<file path="config.mk">
export PLATFORM = sky130hd
export DESIGN_NAME = wb_arbiter
export DESIGN_NICKNAME = d
export VERILOG_FILES = /design/src/rtl/wb_arbiter_pkg.sv /design/src/rtl/wb_arbiter_fifo.sv /design/src/rtl/wb_arbiter.sv
export SDC_FILE = /design/constraint.sdc
export NUM_CORES = 1
export LEC_CHECK = 0
export ABC_AREA = 1
export CAP_MARGIN = 20
export CORE_UTILIZATION = 46
export CTS_BUF_LIST = sky130_fd_sc_hd__clkbuf_2 sky130_fd_sc_hd__clkbuf_4 sky130_fd_sc_hd__clkbuf_8
export DETAILED_ROUTE_END_ITERATION = 16
export MAX_ROUTING_LAYER = met4
export PLACE_DENSITY = 0.74
export SYNTH_ARGS = -nofsm -noshare
export SYNTH_HDL_FRONTEND = slang
export SYNTH_SLANG_ARGS = --single-unit
</file>
<file path="constraint.sdc">
create_clock -name clk -period 7.9 [get_ports clk]
set_clock_uncertainty 0.1 [all_clocks]
set_input_delay 1.185 -clock clk [delete_from_list [all_inputs] [get_ports clk]]
set_output_delay 1.185 -clock clk [all_outputs]
set_load 0.03 [all_outputs]
</file>
<file path="src/rtl/wb_arbiter_pkg.sv">
// Shared types and defaults for the register-file write-back arbiter.
// The FIFO entry pairs a destination register with its result data.
package wb_pkg;

  localparam int WB_FIFO_DEPTH = 4;
  localparam int WB_STALL_AGE  = 4;

  localparam logic [4:0] REG_ZERO = 5'd0;

  typedef struct packed {
    logic [4:0]  rd;
    logic [31:0] data;
  } wb_entry_t;

  function automatic logic [31:0] reg_onehot(input logic [4:0] r);
    reg_onehot = 32'd1 << r;
  endfunction

endpackage

</file>
<file path="src/rtl/wb_arbiter_fifo.sv">
// Multicycle-result queue: power-of-two depth with wrap-bit pointers.
// A push into a full FIFO is accepted only when a pop frees the slot in the same cycle.
module wb_fifo
  import wb_pkg::*;
#(
  parameter  int DEPTH = WB_FIFO_DEPTH,
  localparam int AW    = $clog2(DEPTH)
) (
  input  logic      clk,
  input  logic      rf_rst_n,
  input  logic      i_push,
  input  wb_entry_t i_wdata,
  input  logic      i_pop,
  output wb_entry_t o_head,
  output logic      o_full,
  output logic      o_empty,
  output logic [AW:0] o_count
);

  logic [AW:0] r_wr_ptr;
  logic [AW:0] r_rd_ptr;
  wb_entry_t   r_mem [DEPTH];

  logic w_full;
  logic w_empty;
  logic w_do_push;
  logic w_do_pop;

  assign w_empty   = (r_wr_ptr == r_rd_ptr);
  assign w_full    = (r_wr_ptr[AW] != r_rd_ptr[AW]) &&
                     (r_wr_ptr[AW-1:0] == r_rd_ptr[AW-1:0]);
  assign w_do_pop  = i_pop && !w_empty;
  assign w_do_push = i_push && (!w_full || w_do_pop);

  // pointer stage
  always_ff @(posedge clk or posedge rf_rst_n) begin
    if (rf_rst_n) begin
      r_wr_ptr <= '0;
      r_rd_ptr <= '0;
    end else begin
      if (w_do_push) r_wr_ptr <= r_wr_ptr + (AW+1)'(1);
      if (w_do_pop)  r_rd_ptr <= r_rd_ptr + (AW+1)'(1);
    end
  end

  // storage stage
  always_ff @(posedge clk) begin
    if (w_do_push) r_mem[r_wr_ptr[AW-1:0]] <= i_wdata;
  end

  assign o_head  = r_mem[r_rd_ptr[AW-1:0]];
  assign o_full  = w_full;
  assign o_empty = w_empty;
  assign o_count = r_wr_ptr - r_rd_ptr;

endmodule

</file>
<file path="src/rtl/wb_arbiter.sv">
// Register-file write-back arbiter: single-cycle ALU results take priority over
// queued mul/div results; tracks pending destinations and requests upstream stall.
module wb_arbiter
  import wb_pkg::*;
#(
  parameter  int FIFO_DEPTH = WB_FIFO_DEPTH,
  parameter  int STALL_AGE  = WB_STALL_AGE,
  localparam int CW         = $clog2(FIFO_DEPTH) + 1
) (
  input  logic          clk,
  input  logic          rf_rst_n,
  input  logic          alu_valid,
  input  logic [4:0]    alu_rd,
  input  logic [31:0]   alu_data,
  input  logic          md_valid,
  output logic          md_ready,
  input  logic [4:0]    md_rd,
  input  logic [31:0]   md_data,
  input  logic          md_issue,
  input  logic [4:0]    md_issue_rd,
  output logic          rf_w,
  output logic [4:0]    Rdc,
  output logic [31:0]   Rd_in,
  output logic [31:0]   busy_mask,
  output logic          stall_req,
  output logic [CW-1:0] fifo_count
);

  localparam int               AGE_W   = $clog2(STALL_AGE) + 1;
  localparam logic [AGE_W-1:0] AGE_LIM = AGE_W'(STALL_AGE - 1);

  wb_entry_t        w_head;
  wb_entry_t        w_push_entry;
  wb_entry_t        w_sel;
  logic             w_sel_vld;
  logic             w_wr_en;
  logic             w_full;
  logic             w_empty;
  logic             w_push;
  logic             w_pop;
  logic [31:0]      w_set;
  logic [31:0]      w_clr;

  logic             r_rf_w;
  logic [4:0]       r_rdc;
  logic [31:0]      r_rd_in;
  logic [31:0]      r_busy;
  logic [AGE_W-1:0] r_age;
  logic             r_stall;

  assign w_push       = md_valid && !w_full;
  assign w_pop        = !alu_valid && !w_empty;
  assign w_push_entry = '{rd: md_rd, data: md_data};

  wb_fifo #(
    .DEPTH (FIFO_DEPTH)
  ) u_fifo (
    .clk      (clk),
    .rf_rst_n (rf_rst_n),
    .i_push   (w_push),
    .i_wdata  (w_push_entry),
    .i_pop    (w_pop),
    .o_head   (w_head),
    .o_full   (w_full),
    .o_empty  (w_empty),
    .o_count  (fifo_count)
  );

  // source select: ALU wins, otherwise the FIFO head
  always_comb begin
    w_sel_vld = 1'b0;
    w_sel     = '0;
    if (alu_valid) begin
      w_sel_vld = 1'b1;
      w_sel     = '{rd: alu_rd, data: alu_data};
    end else if (w_pop) begin
      w_sel_vld = 1'b1;
      w_sel     = w_head;
    end
  end

  assign w_wr_en = w_sel_vld && (w_sel.rd != REG_ZERO);
  assign w_set   = (md_issue && (md_issue_rd != REG_ZERO)) ? reg_onehot(md_issue_rd) : '0;
  assign w_clr   = w_pop ? reg_onehot(w_head.rd) : '0;

  // write-port register stage; Rdc/Rd_in hold when nothing is written
  always_ff @(posedge clk or posedge rf_rst_n) begin
    if (rf_rst_n) begin
      r_rf_w  <= 1'b0;
      r_rdc   <= '0;
      r_rd_in <= '0;
    end else begin
      r_rf_w <= w_wr_en;
      if (w_wr_en) begin
        r_rdc   <= w_sel.rd;
        r_rd_in <= w_sel.data;
      end
    end
  end

  // scoreboard stage: set overrides a same-cycle clear
  always_ff @(posedge clk or posedge rf_rst_n) begin
    if (rf_rst_n) r_busy <= '0;
    else          r_busy <= (r_busy & ~w_clr) | w_set;
  end

  // head-age and stall stage
  always_ff @(posedge clk or posedge rf_rst_n) begin
    if (rf_rst_n) begin
      r_age   <= '0;
      r_stall <= 1'b0;
    end else begin
      if (w_pop || !w_full)   r_age <= '0;
      else if (r_age != AGE_LIM) r_age <= r_age + AGE_W'(1);

      if (w_pop)                          r_stall <= 1'b0;
      else if (w_full && r_age == AGE_LIM) r_stall <= 1'b1;
    end
  end

  assign md_ready  = !w_full;
  assign rf_w      = r_rf_w;
  assign Rdc       = r_rdc;
  assign Rd_in     = r_rd_in;
  assign busy_mask = r_busy;
  assign stall_req = r_stall;

`ifndef SYNTHESIS
  a_no_alu_during_stall : assert property (
    @(posedge clk) disable iff (rf_rst_n) !(alu_valid && stall_req)
  ) else $error("wb_arbiter: alu_valid asserted while stall_req is high");
`endif

endmodule

</file>
* Word level (Yosys, flattened, before mapping)
Memories as Yosys holds them, arrays and structs flattened.
Cells that the tools add are included.
** Cells by class
- Add/sub/neg operators :: 4
- Eq/ne operators :: 5
- Shift-type cells :: 2
- Muxes and demuxes :: 12
- Bitwise gates (word level) :: 3
- Reductions and logical operators :: 17
** Operator list (count)
- two-way mux 37 bit :: 2
- two-way mux 32 bit :: 2
- left shift 1 x 5 -> 32 bit, first input constant :: 2
- bitwise AND 32 bit :: 1
- NOT 32 bit :: 1
- OR 32 bit :: 1
- nonzero test 5 bit :: 2
- adder 3 x 1 -> 3 bit, second input constant :: 3
- logical AND 1 bit :: 8
- two-way mux 1 bit :: 6
- two-way mux 3 bit :: 2
- nonzero test 2 bit :: 2
- equality test 3 x 2 -> 1 bit, second input constant :: 1
- equality test 3 bit :: 1
- logical NOT 1 bit :: 3
- inequality test 3 x 2 -> 1 bit, second input constant :: 1
- subtractor 3 bit :: 1
- equality test 2 bit :: 1
- logical OR 1 bit :: 2
- inequality test 1 bit :: 1
** Storage, ports and cells
- Register bits after elaboration :: 80
- RAM bits :: 148
- Input bits :: 84
- Output and inout bits :: 75
- Word-level logic and storage cells :: 52
- Memories :: 1
** Memory list
- u_fifo.r_mem :: depth 4, width 37, read ports 1, clocked after memory_dff 0, wr ports 1, RTL line wb_arbiter_fifo.sv:22 : wb_entry_t r_mem [DEPTH];

* Longest topological paths before layout
Gate-level depths: netlist (run 1).
- Word-level depth :: 8
- Depth in mapped cells :: 16
- Gate-level depth less buffers :: 12

* Hierarchy
From an unflattened synthesis (run 1), not the netlist that was laid out.
** Second synthesis, totals
- Cell total of the unflattened synthesis :: 828
- Area, all modules :: 9818.2 um2
** Modules (own cells, without submodules)
- wb_fifo :: times used 1, cells an instance 422, area each 6133.4 um2, seq. area each 4594.4 um2
- wb_arbiter :: times used 1, cells an instance 406, area each 3684.8 um2, seq. area each 1851.8 um2

* Least setup slack after synthesis (run 1)
Ideal clock, no wire load.
- Path kind :: reg2reg
- Start :: reg u_fifo.r_rd_ptr[1]
- End :: mem u_fifo.r_mem[3][0] in the netlist's numbering (enable)
- Setup time :: 434 ps
- Data arrival time :: 3457 ps
- Data required time :: 7366 ps
- Slack :: 3909 ps
- Stages on the path, launching flop included :: 10
- Buffers on the path :: 2
- Clock period less this slack :: 3991 ps
- Path through :: dfrtp_1 inv_1 buf_2 buf_1 ha_1 nand2_1 inv_1 nand2_1 nand2_1 nor2_1
** Between the ends
- Elaborated cells on any way between the ends :: 12
- Those cells by class :: 2 x eq/ne; 2 x mux; 8 x reduce/logical
** RTL lines
- start: declaration :: RTL line wb_arbiter_fifo.sv:21 : logic [AW:0] r_rd_ptr;
- start signal: assignment :: RTL line wb_arbiter_fifo.sv:42 : if (w_do_pop) r_rd_ptr <= r_rd_ptr + (AW+1)'(1);
- equality test 2 bit (*) :: RTL line wb_arbiter_fifo.sv:31 : (r_wr_ptr[AW-1:0] == r_rd_ptr[AW-1:0]);
- logical AND 1 bit (*) :: RTL line wb_arbiter_fifo.sv:30 : assign w_full = (r_wr_ptr[AW] != r_rd_ptr[AW]) &&
- logical NOT 1 bit (*)
- via md_ready :: RTL line wb_arbiter.sv:16 : output logic md_ready,
- logical AND 1 bit or logical OR 1 bit (tied branches) :: RTL line wb_arbiter.sv:51, wb_arbiter_fifo.sv:33
- logical AND 1 bit (*) :: RTL line wb_arbiter_fifo.sv:33 : assign w_do_push = i_push && (!w_full || w_do_pop);
- two-way mux 1 bit (*) :: RTL line wb_arbiter_fifo.sv:48 : if (w_do_push) r_mem[r_wr_ptr[AW-1:0]] <= i_wdata;
- two-way mux 1 bit (implied by the code) (*) :: RTL line wb_arbiter_fifo.sv:48
- end: declaration :: RTL line wb_arbiter_fifo.sv:22
The timed path passes the listed nets; every way through them passes the cells marked *.

* Worst setup path in the final report (run 1)
- Start :: reg u_fifo.r_rd_ptr[1]
- End :: out md_ready
** Between the ends
- Longest elaborated chain between the ends :: 3
** Ends and longest elaborated chain
- equality test 2 bit :: RTL line wb_arbiter_fifo.sv:31
- logical AND 1 bit :: RTL line wb_arbiter_fifo.sv:30
- logical NOT 1 bit :: RTL line wb_arbiter.sv:121 : assign md_ready = !w_full;
- end: declaration :: RTL line wb_arbiter.sv:16
No other way between the ends.

==> flow_summary_export.csv, run 1 <==
group,metric,value,unit
power_and_ir_drop,ir_worst_vdd,0.2258,mV
sta,timing.final.ws_setup,3.129,ns
run_status,status,"finished clean",
yosys,synth_warnings,0,
setup_path,path_buf_inv,3,
yosys,async_reset_ff_frac,0.3509,
route,wl_per_cell,16.42,um
global_routing,grt_pass1_wl,36.78,mm
route,drc,0,
sta,hold_viol,0,
yosys,ys_top_cells_by_area,"edfxtp_1 45%, dfrtp_1 20%, nand2_1 12%, nand3_1 6.9%, o21bai_1 2.4%",
cts,postCtsSetupBuffers,0,
setup_path,cp.required,6.61,ns
sta,fmax,209.6,MHz
setup_path,worstSetupStartpointType,"flip-flop",
cells_and_area,nNetsFinal,1204,
yosys,synth-edff-count,148,
floorplanning,fp.dieW,148.5,um
setup_path,end_kind,"primary output",
route,firstDrtPassIters,5,
yosys,synthTopCellsByCount,"313 x nand2_1, 148 x edfxtp_1, 136 x nand3_1",
cts,cts_htree_levels,2,
power_and_ir_drop,p_int,2.998,mW
yosys,synth_area,9878,sq um
cells_and_area,area_growth,25.41,%
floorplanning,core_area,21020,sq um
global_routing,grt_overflow,0,
yosys,synth.most_common_cell,"nand2_1",
cts,cts_tree,"yes",
cts,cts.path.max_buffers,3,
cts,hold_buffers,0,
setup_path,path_common_cell,"nand2_1",
global_routing,grt_start_max_net_pins,77,
setup_path,crit_path_top_delay_cell,"dfrtp_2",
cts,cts_root_buffer,"clkbuf_8",
sta,finalCritPeriodShare,0.6039,
setup_path,worstPathMaxFanout,40,
place,io_buffer_count,158,
sta,slew_headroom,0.3647,
floorplanning,dieArea,22060,sq um
sta,slew_viol_final,0,
floorplanning,num_rows,53,
yosys,synthDistinctLibCells,28,
yosys,syn-num-nets,1049,
global_routing,grtUsageMet2,0.3577,
route,viasPerCell,5.161,
setup_path,cp_cell_sequence,"inv_2, ha_1, nand2_1, inv_1, nand2_1, clkdlybuf4s50_1",
global_routing,use_met3,0.04110,
route,vias,7303,
cts,cts_resized,0,
place,place_congestion,0.8373,
setup_path,path_delay_family,"buffers and inverters",
setup_path,slowest_delay,0.99,ns
route,postRouteAntennaNets,0,
floorplanning,initial_core_util,0.4699,
setup_path,worstSetupPathType,"reg2out",
power_and_ir_drop,sequentialPowerShare,0.366,
power_and_ir_drop,power.switching,2.094,mW
power_and_ir_drop,power_density,411.1,nW/um^2
cts,insertion_delay,0.53,ns
cts,clock_sinks,228,
cells_and_area,drive_gt1_frac,0.09043,
yosys,synth_seq_cells,228,
worst_hold_path,hold_path_class,"reg2reg",
power_and_ir_drop,power.share.clock,0.206,
setup_path,cp.arrival,3.49,ns
yosys,syn-instance-count,955,
sta,worstMarginPinSlew,0.9530,ns
cts,cts_buffers,37,
power_and_ir_drop,p_leak,5.068,nW
sta,rsz0062_at_grt,"no",
floorplanning,die_h,148.5,um
global_routing,grt_pass1_vias,6907,
sta,setup-violations-final,0,
power_and_ir_drop,p_comb_frac,0.428,
yosys,synth_top_cell_area_share,0.4499,
power_and_ir_drop,swShare,0.4113,
sta,fin_setup_tns,0,ns
yosys,seq_area_frac_synth,0.6526,
floorplanning,io_pins,159,
cts,clkTransAtPathRegs,0.06,ns
route,routed_wl,23.23,mm
global_routing,antenna_found_initial,1,
place,hpwlAfterDp,14.42,mm
global_routing,grt_usage,0.2237,
route,drtIter0Drc,456,
yosys,syn_area_per_cell,10.34,sq um
cells_and_area,fillers,1703,
global_routing,grt.busiest_layer,"met2",
run,cap_violations,0,
sta,min_period,4.771,ns
yosys,synth_largest_area_cell,"edfxtp_1",
yosys,synthFlopType,"edfxtp_1",
global_routing,grt_use_met1,0.2880,
place,dp_slack,3.670,ns
## worst paths after layout
check                                        start            endpoint  slack (ns)  cells after the start
worst max register to register  u_fifo.r_rd_ptr[1]           Rd_in[18]        3.68                     12
min in group asynchronous                 rf_rst_n           Rd_in[22]        0.88                      2
worst min-delay path                 busy_mask[18]       busy_mask[18]        0.38                      2
max in group asynchronous                 rf_rst_n  u_fifo.r_rd_ptr[1]        5.72                      3
worst min register to register       busy_mask[18]       busy_mask[18]        0.38                      2
worst max-delay path            u_fifo.r_rd_ptr[1]            md_ready        3.13                      6
## layout make-up
cell class	count	area, sq um	area share
repair buffers	165	1629	0.1315
multi-input cells	639	3038	0.2452
clock inverters	9	72.57	0.005858
well taps	275	344.1	0.02778
clock buffers	59	705.7	0.05696
diodes	1	2.502	0.0002020
inverters	39	147.6	0.01192
flip-flops and latches	228	6449	0.5206
## registers in the layout (all words and copies together), names as in the netlist
name	count
Rd_in	32
Rdc	5
busy_mask	32
r_age	3
rf_w	1
stall_req	1
u_fifo.r_mem	148
u_fifo.r_rd_ptr	3
u_fifo.r_wr_ptr	3
## cells by family (layout without fill, tap and decap cells)
kind of cell / after synthesis / count (layout) / synth area share
AO/OA/AOI/OAI: 90 / 90 / 0.05396
AND/OR/NAND/NOR: 533 / 533 / 0.2318
XOR/XNOR: 6 / 6 / 0.005320
buffers and inverters: 88 / 272 / 0.04294
adder cells (fa/ha/maj): 10 / 10 / 0.01343
flip-flops: 228 / 228 / 0.6526
other: 0 / 1 / 0
## metrics by stage
| stage | instance area [sq um] | utilization | std cells | total power [mW] | hold slack (ns) |
|---|---|---|---|---|---|
| 2_1_floorplan | 9878 | - | 955 | 3.308 | 0.3817 |
| 3_3_place_gp | 11610 | 0.5522 | 1346 | 4.031 | 0.3634 |
| 3_5_place_dp | 11610 | 0.5522 | 1346 | 4.080 | 0.3673 |
| 4_1_cts | 12390 | 0.5892 | 1414 | 5.139 | 0.3820 |
| 5_1_grt | 12390 | 0.5893 | 1415 | 5.425 | 0.4066 |
| 6_report | 12390 | 0.5893 | 1415 | 5.093 | 0.3790 |
## worst min-delay path: stages (launching register included)
cell and delay (ns):
dfrtp_1 0.35, nand2_1 0.05, nand2_1 0.05
## layer usage
metal / vias up / routed length, um
met2: 274 / 11230
met1: 3465 / 9911
met4: 0 / 488
met5: - / 0
li1: 3523 / -
met3: 41 / 1604
## layout by cell type (no fill, tap or decap)
cell	synthesis	final
clkbuf_4	0	17
buf_4	8	7
bufinv_16	0	1
o21ai_0	23	23
o21bai_1	32	32
nand3_2	1	1
nand2_4	2	2
clkinv_2	0	2
clkinvlp_4	0	3
diode_2	0	1
buf_2	21	1
dfrtp_1	80	78
clkinv_1	1	5
inv_2	4	5
nor2_2	4	4
nor2_8	1	1
nand2_1	313	313
clkbuf_8	0	42
nand2_2	5	5
fa_1	1	1
nor2_1	59	55
a21boi_0	1	1
inv_1	34	32
clkdlybuf4s50_1	0	157
dfrtp_2	0	2
xor2_1	6	6
edfxtp_1	148	148
nor3_1	6	6
nor2_4	5	9
nand3_1	136	136
ha_1	9	9
nand3_4	1	1
a21oi_1	34	34
## power groups by stage
stage / Sequential (mW) / Combinational (mW) / Clock (mW)
floorplan: 2.15 / 1.16 / 0
global placement: 1.88 / 2.15 / 0
detailed placement: 1.88 / 2.20 / 0
CTS: 1.87 / 2.20 / 1.07
global route: 1.90 / 2.41 / 1.12
finish: 1.86 / 2.18 / 1.05
(Power assumes the default switching activity.)
==> run 2: changes to the inputs <==
- PLACE_DENSITY: 0.74 -> 0.77
- clock period: 7.9 -> 4.1 ns (I/O delays scaled with it)
==> run 2 against run 1 <==
  * Count of clock-buffer cells in the layout grew 7
  * Die area unchanged
  * Utilization rose by 0.48 points
  * Register-to-register slack worse by 2.6 ns
  * Critical path type unchanged
  * Global-route usage is 0.67 points higher
  * Clock power is 97% higher
  * Sequential share of layout area down 0.42 points
  * Hold slack got worse by 0.0020 ns
==> flow_summary_export.csv, run 2 (synthesis results as in run 1) <==
group,metric,value,unit
sta,worstMarginPinSlew,0.8391,ns
cts,postCtsSetupBuffers,0,
cts,cts_tree,"yes",
setup_path,r2r_setup_slack,1.07,ns
route,drc,0,
power_and_ir_drop,total_power,9.935,mW
cts,cts_resized,0,
cts,cts.path.max_buffers,3,
route,routed_wl,23.81,mm
cts,hold_buffers,0,
cts,clkTransAtPathRegs,0.06,ns
cells_and_area,drive_gt1_frac,0.09991,
setup_path,worstSetupStartpointType,"flip-flop",
sta,fin_setup_tns,0,ns
floorplanning,io_pins,159,
setup_path,worstPathMaxFanout,39,
power_and_ir_drop,p_comb_frac,0.439,
floorplanning,core_area,21020,sq um
cells_and_area,largest_reg_flops,148,
cells_and_area,layout_common_cells,"313 x nand2_1, 157 x clkdlybuf4s50_1, 148 x edfxtp_1, 136 x nand3_1, 78 x dfrtp_1",
place,place_congestion,0.8722,
place,io_buffer_count,158,
floorplanning,fp.dieW,148.5,um
cells_and_area,nNetsFinal,1214,
run_status,status,"finished clean",
sta,slew_headroom,0.4386,
sta,min_period,3.324,ns
worst_hold_path,hold_path_class,"in2async",
floorplanning,num_rows,53,
global_routing,grt_overflow,0,
global_routing,antenna_found_initial,1,
global_routing,grt_usage,0.2304,
global_routing,grt_pass1_vias,7204,
power_and_ir_drop,power.share.clock,0.209,
cells_and_area,layout_commonest_cell,"nand2_1",
setup_path,end_kind,"primary output",
cts,cts_htree_levels,2,
power_and_ir_drop,ir_worst_vdd,0.3784,mV
power_and_ir_drop,swShare,0.4119,
sta,hold_viol,0,
sta,setup-violations-final,0,
floorplanning,initial_core_util,0.4699,
power_and_ir_drop,power_density,795.6,nW/um^2
sta,fmax,300.8,MHz
route,postRouteAntennaNets,0,
power_and_ir_drop,sequentialPowerShare,0.352,
route,viasPerCell,5.201,
route,wl_per_cell,16.68,um
sta,slew_viol_final,0,
route,drtIter0Drc,562,
cts,cts_buffers,40,
place,hpwlAfterDp,14.82,mm
floorplanning,dieArea,22060,sq um
cells_and_area,postLayoutCoreUtil,0.5941,
sta,rsz0062_at_grt,"no",
cts,cts_root_buffer,"clkbuf_8",
place,placed_area,11670,sq um
cells_and_area,area_growth,26.42,%
route,firstDrtPassIters,5,
setup_path,cp.required,3.38,ns
global_routing,grt_start_max_net_pins,68,
power_and_ir_drop,p_int,5.843,mW
cts,insertion_delay,0.53,ns
route,vias,7422,
run,cap_violations,0,
sta,finalCritPeriodShare,0.8108,
cells_and_area,fin_area,12490,sq um
power_and_ir_drop,p_leak,5.132,nW
power_and_ir_drop,power.switching,4.092,mW
setup_path,worstSetupPathType,"reg2out",
cts,clock_sinks,228,
floorplanning,die_h,148.5,um
setup_path,cp.arrival,2.61,ns
global_routing,grt_pass1_wl,37.45,mm
-- run 2: worst max-delay path: stages (launching register included) --
cell	delay, ns
dfrtp_2	0.41
buf_4	0.31
fa_1	0.49
xor2_1	0.18
clkdlybuf4s50_1	0.69
-- run 2: final timing paths --
check | start | end | depth (start not counted)
min in group clk | busy_mask[25] | busy_mask[25] | 2
worst min-delay path | rf_rst_n | Rd_in[14] | 2
worst max register to register | u_fifo.r_rd_ptr[0] | Rd_in[1] | 10
worst max-delay path | u_fifo.r_rd_ptr[1] | fifo_count[2] | 4
worst min register to register | busy_mask[25] | busy_mask[25] | 2
max in group asynchronous | rf_rst_n | busy_mask[12] | 3
-- run 2: cell type report --
cell class	instances	area, sq um
sequential	228	6449
clock buffer	66	777.0
fill	1708	8533
tap	275	344.1
inverter	39	148.9
clock inverter	7	35.03
multi-input combinational	639	3038
timing repair buffer	172	1694
antenna	1	2.502
-- run 2: metrics by stage --
stage / hold slack [ns] / worst slack, ns / instances
floorplan: 0.3817 / 0.1092 / 955
global placement: 0.3609 / 0.9631 / 1353
detailed placement: 0.3652 / 0.8540 / 1353
CTS: 0.3798 / 0.7366 / 1426
global route: 0.3980 / 0.6726 / 1427
finish: 0.3769 / 0.7759 / 1427
-- run 2: power by group through the flow --
stage / clock (mW) / sequential (mW) / combinational, mW
finish: 2.07 / 3.50 / 4.36
global route: 2.21 / 3.56 / 4.80
CTS: 2.11 / 3.50 / 4.38
detailed placement: 0 / 3.53 / 4.36
global placement: 0 / 3.53 / 4.29
floorplan: 0 / 4.15 / 2.23
-- run 2: per-layer routing --
| layer | global-route usage | up-vias | part of all wire |
|---|---|---|---|
| li1 | - | 3548 | - |
| met1 | 0.2882 | 3519 | 0.40 |
| met2 | 0.3731 | 310 | 0.49 |
| met3 | 0.04479 | 45 | 0.084 |
| met4 | 0.08299 | 0 | 0.021 |
| met5 | - | - | 0 |
==> run 3: changes to the inputs <==
- clock period: 4.1 -> 3 ns (I/O delays scaled with it)
==> run 3 against run 2 <==
  * Wire length decreased by 1.6%
  * Count of clock-buffer cells in the layout decreased by 16
  * Sequential power increased by 36%
  * Critical endpoint unchanged
  * Largest cell class unchanged
==> flow_summary_export.csv, run 3 (synthesis results as in run 1) <==
group,metric,value,unit
run_status,status,"finished clean",
power_and_ir_drop,p_leak,5.144,nW
global_routing,grt_pass1_wl,36.54,mm
setup_path,worstSetupStartpointType,"flip-flop",
cells_and_area,layout_commonest_cell,"nand2_1",
sta,hold_viol,0,
cells_and_area,regArea,6449,sq um
cts,clkTransAtPathRegs,0.06,ns
cells_and_area,multiInputGateArea,3045,sq um
sta,worstMarginPinSlew,0.7248,ns
global_routing,grtUsageMet2,0.3633,
route,drtIter0Drc,516,
sta,min_period,2.761,ns
cells_and_area,drive_gt1_frac,0.09930,
route,wl_per_cell,16.46,um
worst_hold_path,hold_path_class,"in2async",
place,io_buffer_count,158,
place,hpwlAfterDp,14.76,mm
setup_path,path_buf_inv,2,
setup_path,slowest_delay,0.41,ns
setup_path,end_kind,"primary output",
place,dp_slack,0.1974,ns
cts,insertion_delay,0.54,ns
sta,slew_viol_final,0,
power_and_ir_drop,ir_worst_vdd,0.4591,mV
sta,finalCritPeriodShare,0.9202,
global_routing,grt_overflow,0,
cts,clock_sinks,228,
cts,cts_root_buffer,"clkbuf_8",
power_and_ir_drop,power_density,1078,nW/um^2
power_and_ir_drop,p_comb_frac,0.445,
power_and_ir_drop,power.switching,5.587,mW
cells_and_area,nNetsFinal,1214,
setup_path,cp.required,2.45,ns
run,cap_violations,0,
place,place_congestion,0.9224,
setup_path,path_depth,5,
sta,timing.final.ws_setup,0.2394,ns
route,vias,7416,
power_and_ir_drop,total_power,13.50,mW
sta,fmax,362.2,MHz
power_and_ir_drop,sequentialPowerShare,0.352,
cells_and_area,largest_reg_flops,148,
power_and_ir_drop,swShare,0.4140,
floorplanning,num_rows,53,
global_routing,grt_pass1_vias,6997,
cts,cts.path.max_buffers,3,
setup_path,path_delay_family,"adder cells",
setup_path,crit_path_top_delay_cell,"dlygate4sd2_1",
global_routing,grt_use_met1,0.2839,
floorplanning,core_area,21020,sq um
cells_and_area,layout_common_cells,"312 x nand2_1, 154 x clkdlybuf4s50_1, 148 x edfxtp_1, 136 x nand3_1, 78 x dfrtp_1",
global_routing,grt_usage,0.2233,
cts,cts_htree_levels,2,
cells_and_area,fillers,1731,
floorplanning,fp.dieW,148.5,um
route,postRouteAntennaNets,0,
setup_path,worstPathMaxFanout,4,
sta,rsz0062_at_grt,"no",
floorplanning,io_pins,159,
setup_path,cp_cell_sequence,"inv_1, ha_1, fa_1, xor2_1, dlygate4sd2_1",
global_routing,grt_start_max_net_pins,49,
power_and_ir_drop,power.share.clock,0.203,
cts,cts_buffers,36,
setup_path,timing.rr.start,"u_fifo.r_rd_ptr[0]",
route,routed_wl,23.44,mm
global_routing,use_met3,0.03466,
cts,cts_tree,"yes",
setup_path,r2r-end,"Rd_in[2]",
route,viasPerCell,5.208,
sta,setup-violations-final,0,
global_routing,grt.busiest_layer,"met2",
setup_path,reg2reg_depth,10,
route,drc,0,
setup_path,cp.arrival,2.21,ns
cells_and_area,area_growth,26.71,%
setup_path,worstSetupPathType,"reg2out",
cts,hold_buffers,0,
setup_path,r2r_setup_slack,0.35,ns
route,firstDrtPassIters,5,
power_and_ir_drop,p_int,7.910,mW
global_routing,antenna_found_initial,1,
floorplanning,die_h,148.5,um
floorplanning,dieArea,22060,sq um
floorplanning,initial_core_util,0.4699,
sta,slew_headroom,0.5168,
==> run 3: how the worst max path moves through the flow <==
stage                                  start                 end
final                     u_fifo.r_wr_ptr[0]       fifo_count[2]
after global routing      u_fifo.r_wr_ptr[0]       fifo_count[2]
after CTS                 u_fifo.r_wr_ptr[0]       fifo_count[1]
after detailed placement  u_fifo.r_rd_ptr[0]              Rdc[0]
after global placement    u_fifo.r_rd_ptr[0]              Rdc[3]
after floorplan           u_fifo.r_rd_ptr[1]  u_fifo.r_mem[1][0]
==> run 3: power by group through the flow <==
stage | combinational, mW | clock (mW) | sequential [mW]
after detailed placement | 6.03 | 0 | 4.81
final | 6.00 | 2.74 | 4.75
after floorplan | 3.07 | 0 | 5.65
after CTS | 6.04 | 2.79 | 4.75
after global routing | 6.56 | 2.94 | 4.84
after global placement | 5.92 | 0 | 4.79
==> run 3: layer usage <==
layer / share of wire / routed length [um]
met1: 0.41 / 9522
met2: 0.50 / 11640
met3: 0.078 / 1825
met4: 0.019 / 445
met5: 0 / 0
==> run 3: layout make-up <==
cell class | count | share of cell area
clock inverters | 16 | 0.01150
flip-flops and latches | 228 | 0.5152
clock buffers | 50 | 0.04948
inverters | 39 | 0.01190
repair buffers | 176 | 0.1409
well taps | 275 | 0.02749
multi-input cells | 639 | 0.2433
diodes | 1 | 0.0001999
==> run 3: metrics by stage <==
stage	setup TNS [ns]	std cells	cell area, sq um	utilization	hold WS (ns)
floorplan	-24.63	955	9901	-	0.3817
global placement	0	1357	11740	0.5585	0.3581
detailed placement	0	1357	11740	0.5585	0.3630
CTS	0	1423	12500	0.5948	0.3184
global route	0	1424	12520	0.5954	0.3540
finish	0	1424	12520	0.5954	0.3097
==> run 3: repair_timing <==
action                                  in CTS  in global routing
buffers inserted                             0                  0
gates resized for setup                      1                  3
endpoints found under the setup margin       1                  7
hold endpoints to repair                     0                  0
==> edit 1 (flow settings as in run 3) <==
Change the package constant `REG_ZERO` from 5'd0 to 5'd1.
--- a/src/rtl/wb_arbiter_pkg.sv
+++ b/src/rtl/wb_arbiter_pkg.sv
@@ -7,3 +7,3 @@
 
-  localparam logic [4:0] REG_ZERO = 5'd0;
+  localparam logic [4:0] REG_ZERO = 5'd1;
 
Formal check against the unedited RTL: not equivalent (Yosys sat finds a counterexample within 4 cycles, from zero or initial values and one cycle with rf_rst_n high).
==> edit 1 against run 3 <==
Combinational power down 2%; core utilization up 0.76 points; highest routed layer unchanged; routed wire length about the same; count of clock-buffer cells in the layout up 7; final area down 2.2%; area after synthesis down 3.4%; non-clock buffer count up 5; power down 1.4%; largest power group unchanged; first-iteration DRC count down 1.7%; sequential cell count unchanged; setup slack better by 130 ps; maximum frequency up 5.0%.
==> edit 1: results (changes against run 3) <==
stage	metric	value	unit	change
outcome	status	complete, no violations		
final_layout	Final nets	1121		-7.7%
setup_path	critical path arrival	2080	ps	-130 ps
yosys	top post-synthesis cells by area	edfxtp_1 (47%), dfrtp_1 (21%), nand2_1 (6.6%)		
yosys	net count after synthesis	952		-9.2%
placed_design	GPL Wtd Cong	0.829		-10%
yosys	library cells used by synthesis	31		+11%
routing	final WL	23.4	mm	about the same
clock_tree	Post-CTS Resized	0		-1
setup_path	FF-to-FF End	Rd_in[26]$_DFFE_PP0P_		
yosys	top cells by count, synth	nand2_1 (169), edfxtp_1 (148), o21ai_0 (113)		
power_and_ir_drop	VDD IR max	0.541	mV	+18%
placed_design	placed cells	1259		-7.2%
final_layout	layout cells sized above 1	9.59	%	-0.34 points
timing	slew margin rel.	47.3	%	-4.4 points
setup_path	flop2flop setup slack	380	ps	+30 ps
final_layout	fillers	1648		-4.8%
setup_path	Reg2Reg Depth	13		+3
yosys	post-synthesis sequential area ratio	67.6	%	+2.3 points
placed_design	pre-CTS setup slack	422	ps	+225 ps
global_route	Tot GR Track Use	23.1	%	+0.75 points
yosys	syn avg cell area	11.1	um2	+7.5%
global_route	pin count of the biggest net entering global routing	56		+14%
setup_path	Worst setup startpoint	u_fifo.r_wr_ptr[0]$_DFFE_PP0P_		
power_and_ir_drop	Lkg Pwr	4.85	nW	-5.7%
global_route	first-pass GRT wire length	37.1	mm	+1.5%
timing	post-layout min period	2630	ps	-132 ps
routing	routed len/inst	17.7	um	+7.6%
routing	via count	7042		-5.0%
routing	Initial DRC Count	507		-1.7%
placed_design	DP HPWL	15.1	mm	+2.4%
routing	Initial DRT Pass Iterations	6		+1
edit 1: cell count changes after synthesis, moves of 6 or more:
cell / before / now
nand3_1: 136 / 74
o22a_1: 0 / 32
o21ai_0: 23 / 113
a21oi_1: 34 / 2
nand2_1: 313 / 169
buf_2: 21 / 12
nor2_1: 59 / 96
o21bai_1: 32 / 0
clkbuf_1: 10 / 31
o31ai_1: 0 / 6
buf_4: 8 / 1
a22o_1: 0 / 16
edit 1: critical path, stage by stage (launching register included):
cell,delay (ps)
dfrtp_1,400
inv_1,140
ha_1,270
inv_1,90
clkdlybuf4s50_1,670
edit 1: area by class of cell:
type                       instances  share of cell area, %
antenna                            1                 0.0204
sequential                       228                   52.7
clock inverter                     7                  0.286
inverter                          40                   1.24
multi-input combinational        540                   22.3
timing repair buffer             181                   14.9
clock buffer                      57                   5.80
tap                              270                   2.76
edit 1: worst max path at each step:
stage	depth (start not counted)	slack [ps]	end
after global placement	13	540	Rdc[0]$_DFFE_PP0P_
after CTS	4	350	fifo_count[0]
after floorplan	9	-290	u_fifo.r_mem[0][0]$_DFFE_PP_
after global routing	13	130	Rd_in[3]$_DFFE_PP0P_
after detailed placement	13	420	Rd_in[11]$_DFFE_PP0P_
final	4	370	fifo_count[0]
edit 1: where the power goes:
group | internal [mW] | switching, mW | total [mW]
Clock | 1.50 | 1.17 | 2.66
Combinational | 2.14 | 3.73 | 5.87
Sequential | 4.36 | 0.420 | 4.78
edit 1: kinds of logic after synthesis:
logic type | after synthesis | synth area share [%]
simple gates | 351 | 15.0
flops | 228 | 67.6
compound gates | 173 | 11.3
buf+inv | 90 | 4.17
fa+ha+maj | 10 | 1.39
xor+xnor | 6 | 0.551
edit 1: routing by layer:
| metal | track usage (%) | vias to the layer above | share of wire [%] |
|---|---|---|---|
| met5 | - | - | 0 |
| met4 | 6.88 | 0 | 2.2 |
| met3 | 5.00 | 39 | 8.6 |
| met2 | 36.7 | 316 | 47 |
| met1 | 29.9 | 3362 | 42 |
| li1 | - | 3325 | - |
edit 1: metrics by stage:
step / total power [mW] / hold WS (ps) / area (um2) / utilization (%)
2_1_floorplan: 8.43 / 363 / 9560 / -
3_3_place_gp: 10.5 / 356 / 11500 / 56.5
4_1_cts: 13.4 / 177 / 12200 / 60.3
5_1_grt: 14.1 / 212 / 12200 / 60.3
6_report: 13.3 / 178 / 12200 / 60.3
3_5_place_dp: 10.7 / 361 / 11500 / 56.6
==> edit 2 (flow settings as in run 3) <==
Without the edit above. Put a register stage on the output `fifo_count`. The value now appears one clock later. The other outputs are not delayed to match.
--- a/src/rtl/wb_arbiter.sv
+++ b/src/rtl/wb_arbiter.sv
@@ -30,2 +30,4 @@
   localparam logic [AGE_W-1:0] AGE_LIM = AGE_W'(STALL_AGE - 1);
+
+  logic [CW-1:0] fifo_count_d;
 
@@ -65,3 +67,3 @@
     .o_empty  (w_empty),
-    .o_count  (fifo_count)
+    .o_count  (fifo_count_d)
   );
@@ -133,2 +135,6 @@
 
+  always_ff @(posedge clk) begin
+    fifo_count <= fifo_count_d;
+  end
+
 endmodule
Formal check against the unedited RTL: not equivalent (Yosys sat finds a counterexample within 4 cycles, from zero or initial values and one cycle with rf_rst_n high).
==> edit 2 against run 3 <==
Sequential power up 2%; routed wire length up 3.5%; non-clock buffer count up 1; critical endpoint is now Rdc[3]$_DFFE_PP0P_; final area up 1.2%; largest power group unchanged; area after synthesis up 0.90%; power up 1.6%; setup slack better by 160 ps; sequential cell count up 3; core utilization up 0.32 points.
==> edit 2: results (changes against run 3) <==
stage	metric	value	unit	change
placed_design	dpl cell area	11800	um2	+0.61%
clock_tree	setup bufs post-CTS	0		unchanged
global_route	pin count of the biggest net entering global routing	40		-18%
final_layout	layout cells sized above 1	10.5	%	+0.53 points
setup_path	critical path arrival	2980	ps	+770 ps
outcome	status	complete, no violations		
clock_tree	clk_lat worst skew	540	ps	about the same
global_route	Tot GR Track Use	23.1	%	+0.78 points
global_route	vias in the first global route	7243		+3.5%
routing	via count	7434		+0.24%
setup_path	family with the most delay on the worst path	simple AND/OR/NAND/NOR gates		
yosys	net count after synthesis	1052		+0.29%
routing	Initial DRC Count	441		-15%
routing	vias per cell	5.19		-0.39%
clock_tree	clock root buffer master	clkbuf_8		
die	die area	22300	um2	+0.89%
setup_path	crit path max fanout	38		+34
yosys	library cells used by synthesis	29		+3.6%
yosys	syn avg cell area	10.4	um2	+0.58%
clock_tree	total CTS buffers	39		+8.3%
global_route	first-pass GRT wire length	38.1	mm	+4.3%
yosys	Synth warnings	0		unchanged
yosys	top post-synthesis cells by area	edfxtp_1 (45%), dfrtp_1 (20%), nand2_1 (12%)		
placed_design	GPL Wtd Cong	0.859		-6.9%
setup_path	Critical-path top delay cell	dfrtp_2		
placed_design	DP HPWL	15.6	mm	+5.6%
power_and_ir_drop	Lkg Pwr	5.21	nW	+1.3%
clock_tree	Post-CTS Resized	0		-1
final_layout	fillers	1735		+0.23%
final_layout	Final nets	1221		+0.58%
routing	final WL	24.2	mm	+3.5%
yosys	post-synthesis sequential area ratio	65.3	%	about the same
timing	worst slew pin tran	661	ps	-64.2 ps
power_and_ir_drop	VDD IR max	0.659	mV	+44%
clock_tree	clk buf depth	3		unchanged
yosys	Post-synth ARST share	34.6	%	-0.46 points
==> edit 2: changes by cell type after synthesis <==
cell and change:
buf_6 +3, clkbuf_1 -1, nor2_4 -2, buf_1 +1, dfxtp_1 +3, buf_4 -3
nor2_8 +2
==> edit 2: layout make-up <==
class                   count  area [um2]  area share (%)
inverters                  39         148            1.17
clock buffers              59         731            5.77
multi-input cells         639        3060            24.1
flip-flops and latches    231        6510            51.4
diodes                      1        2.50          0.0198
clock inverters            12         118           0.929
repair buffers            177        1750            13.9
well taps                 275         344            2.72
==> edit 2: worst register-to-register path, stage by stage, from the launching register on <==
cell	delay, ps
dfrtp_2	410
inv_2	60
buf_4	410
nand3_1	200
nand2_2	250
nor2_2	120
nor2_8	120
nand3_4	350
nor2_2	360
nand2_1	90
nand2_1	70
==> edit 2: worst paths after layout <==
| check | startpoint | to | slack, ps | cells after the start |
|---|---|---|---|---|
| worst min register to register | busy_mask[16]$_DFF_PP0_ | busy_mask[16]$_DFF_PP0_ | 380 | 2 |
| worst max-delay path | u_fifo.r_rd_ptr[1]$_DFFE_PP0P_ | Rdc[3]$_DFFE_PP0P_ | 400 | 10 |
| min in group clk | busy_mask[16]$_DFF_PP0_ | busy_mask[16]$_DFF_PP0_ | 380 | 2 |
| worst max register to register | u_fifo.r_rd_ptr[1]$_DFFE_PP0P_ | Rdc[3]$_DFFE_PP0P_ | 400 | 10 |
| max in group asynchronous | rf_rst_n | busy_mask[0]$_DFF_PP0_ | 1890 | 3 |
| worst min-delay path | rf_rst_n | Rd_in[23]$_DFFE_PP0P_ | 220 | 2 |
==> edit 2: per-stage QoR <==
stage          TNS, ps  hold slack [ps]  worst slack (ps)  total power [mW]
4_1_cts              0              208               380              13.8
3_5_place_dp         0              367               379              10.8
5_1_grt              0              245               157              14.6
6_report             0              218               400              13.7
2_1_floorplan   -24630              382              -333              8.75
3_3_place_gp         0              359               477              10.7
==> edit 2: per-layer routing <==
layer | routed length, um | global-route usage [%] | up-vias | part of all wire, %
li1 | - | - | 3564 | -
met1 | 10100 | 28.4 | 3552 | 41
met2 | 12000 | 38.3 | 282 | 50
met3 | 1690 | 4.53 | 36 | 7.0
met4 | 482 | 7.55 | 0 | 2.0
met5 | 0 | - | - | 0
==> edit 2: report_power, final <==
group	internal (mW)	switching (mW)	total (mW)
Combinational	1.99	3.91	5.89
Clock	1.74	1.24	2.98
Sequential	4.42	0.431	4.85
Total	8.14	5.58	13.7
==> edit 2: logic make-up after synthesis <==
group	Yosys count	share of synthesized area, %
AOI/OAI and AO/OA	90	5.35
buffers and inverters	88	4.37
and+or+nand+nor	533	23.1
adders and majority gates	10	1.33
xor gates and xnor gates	6	0.527
DFF	231	65.3
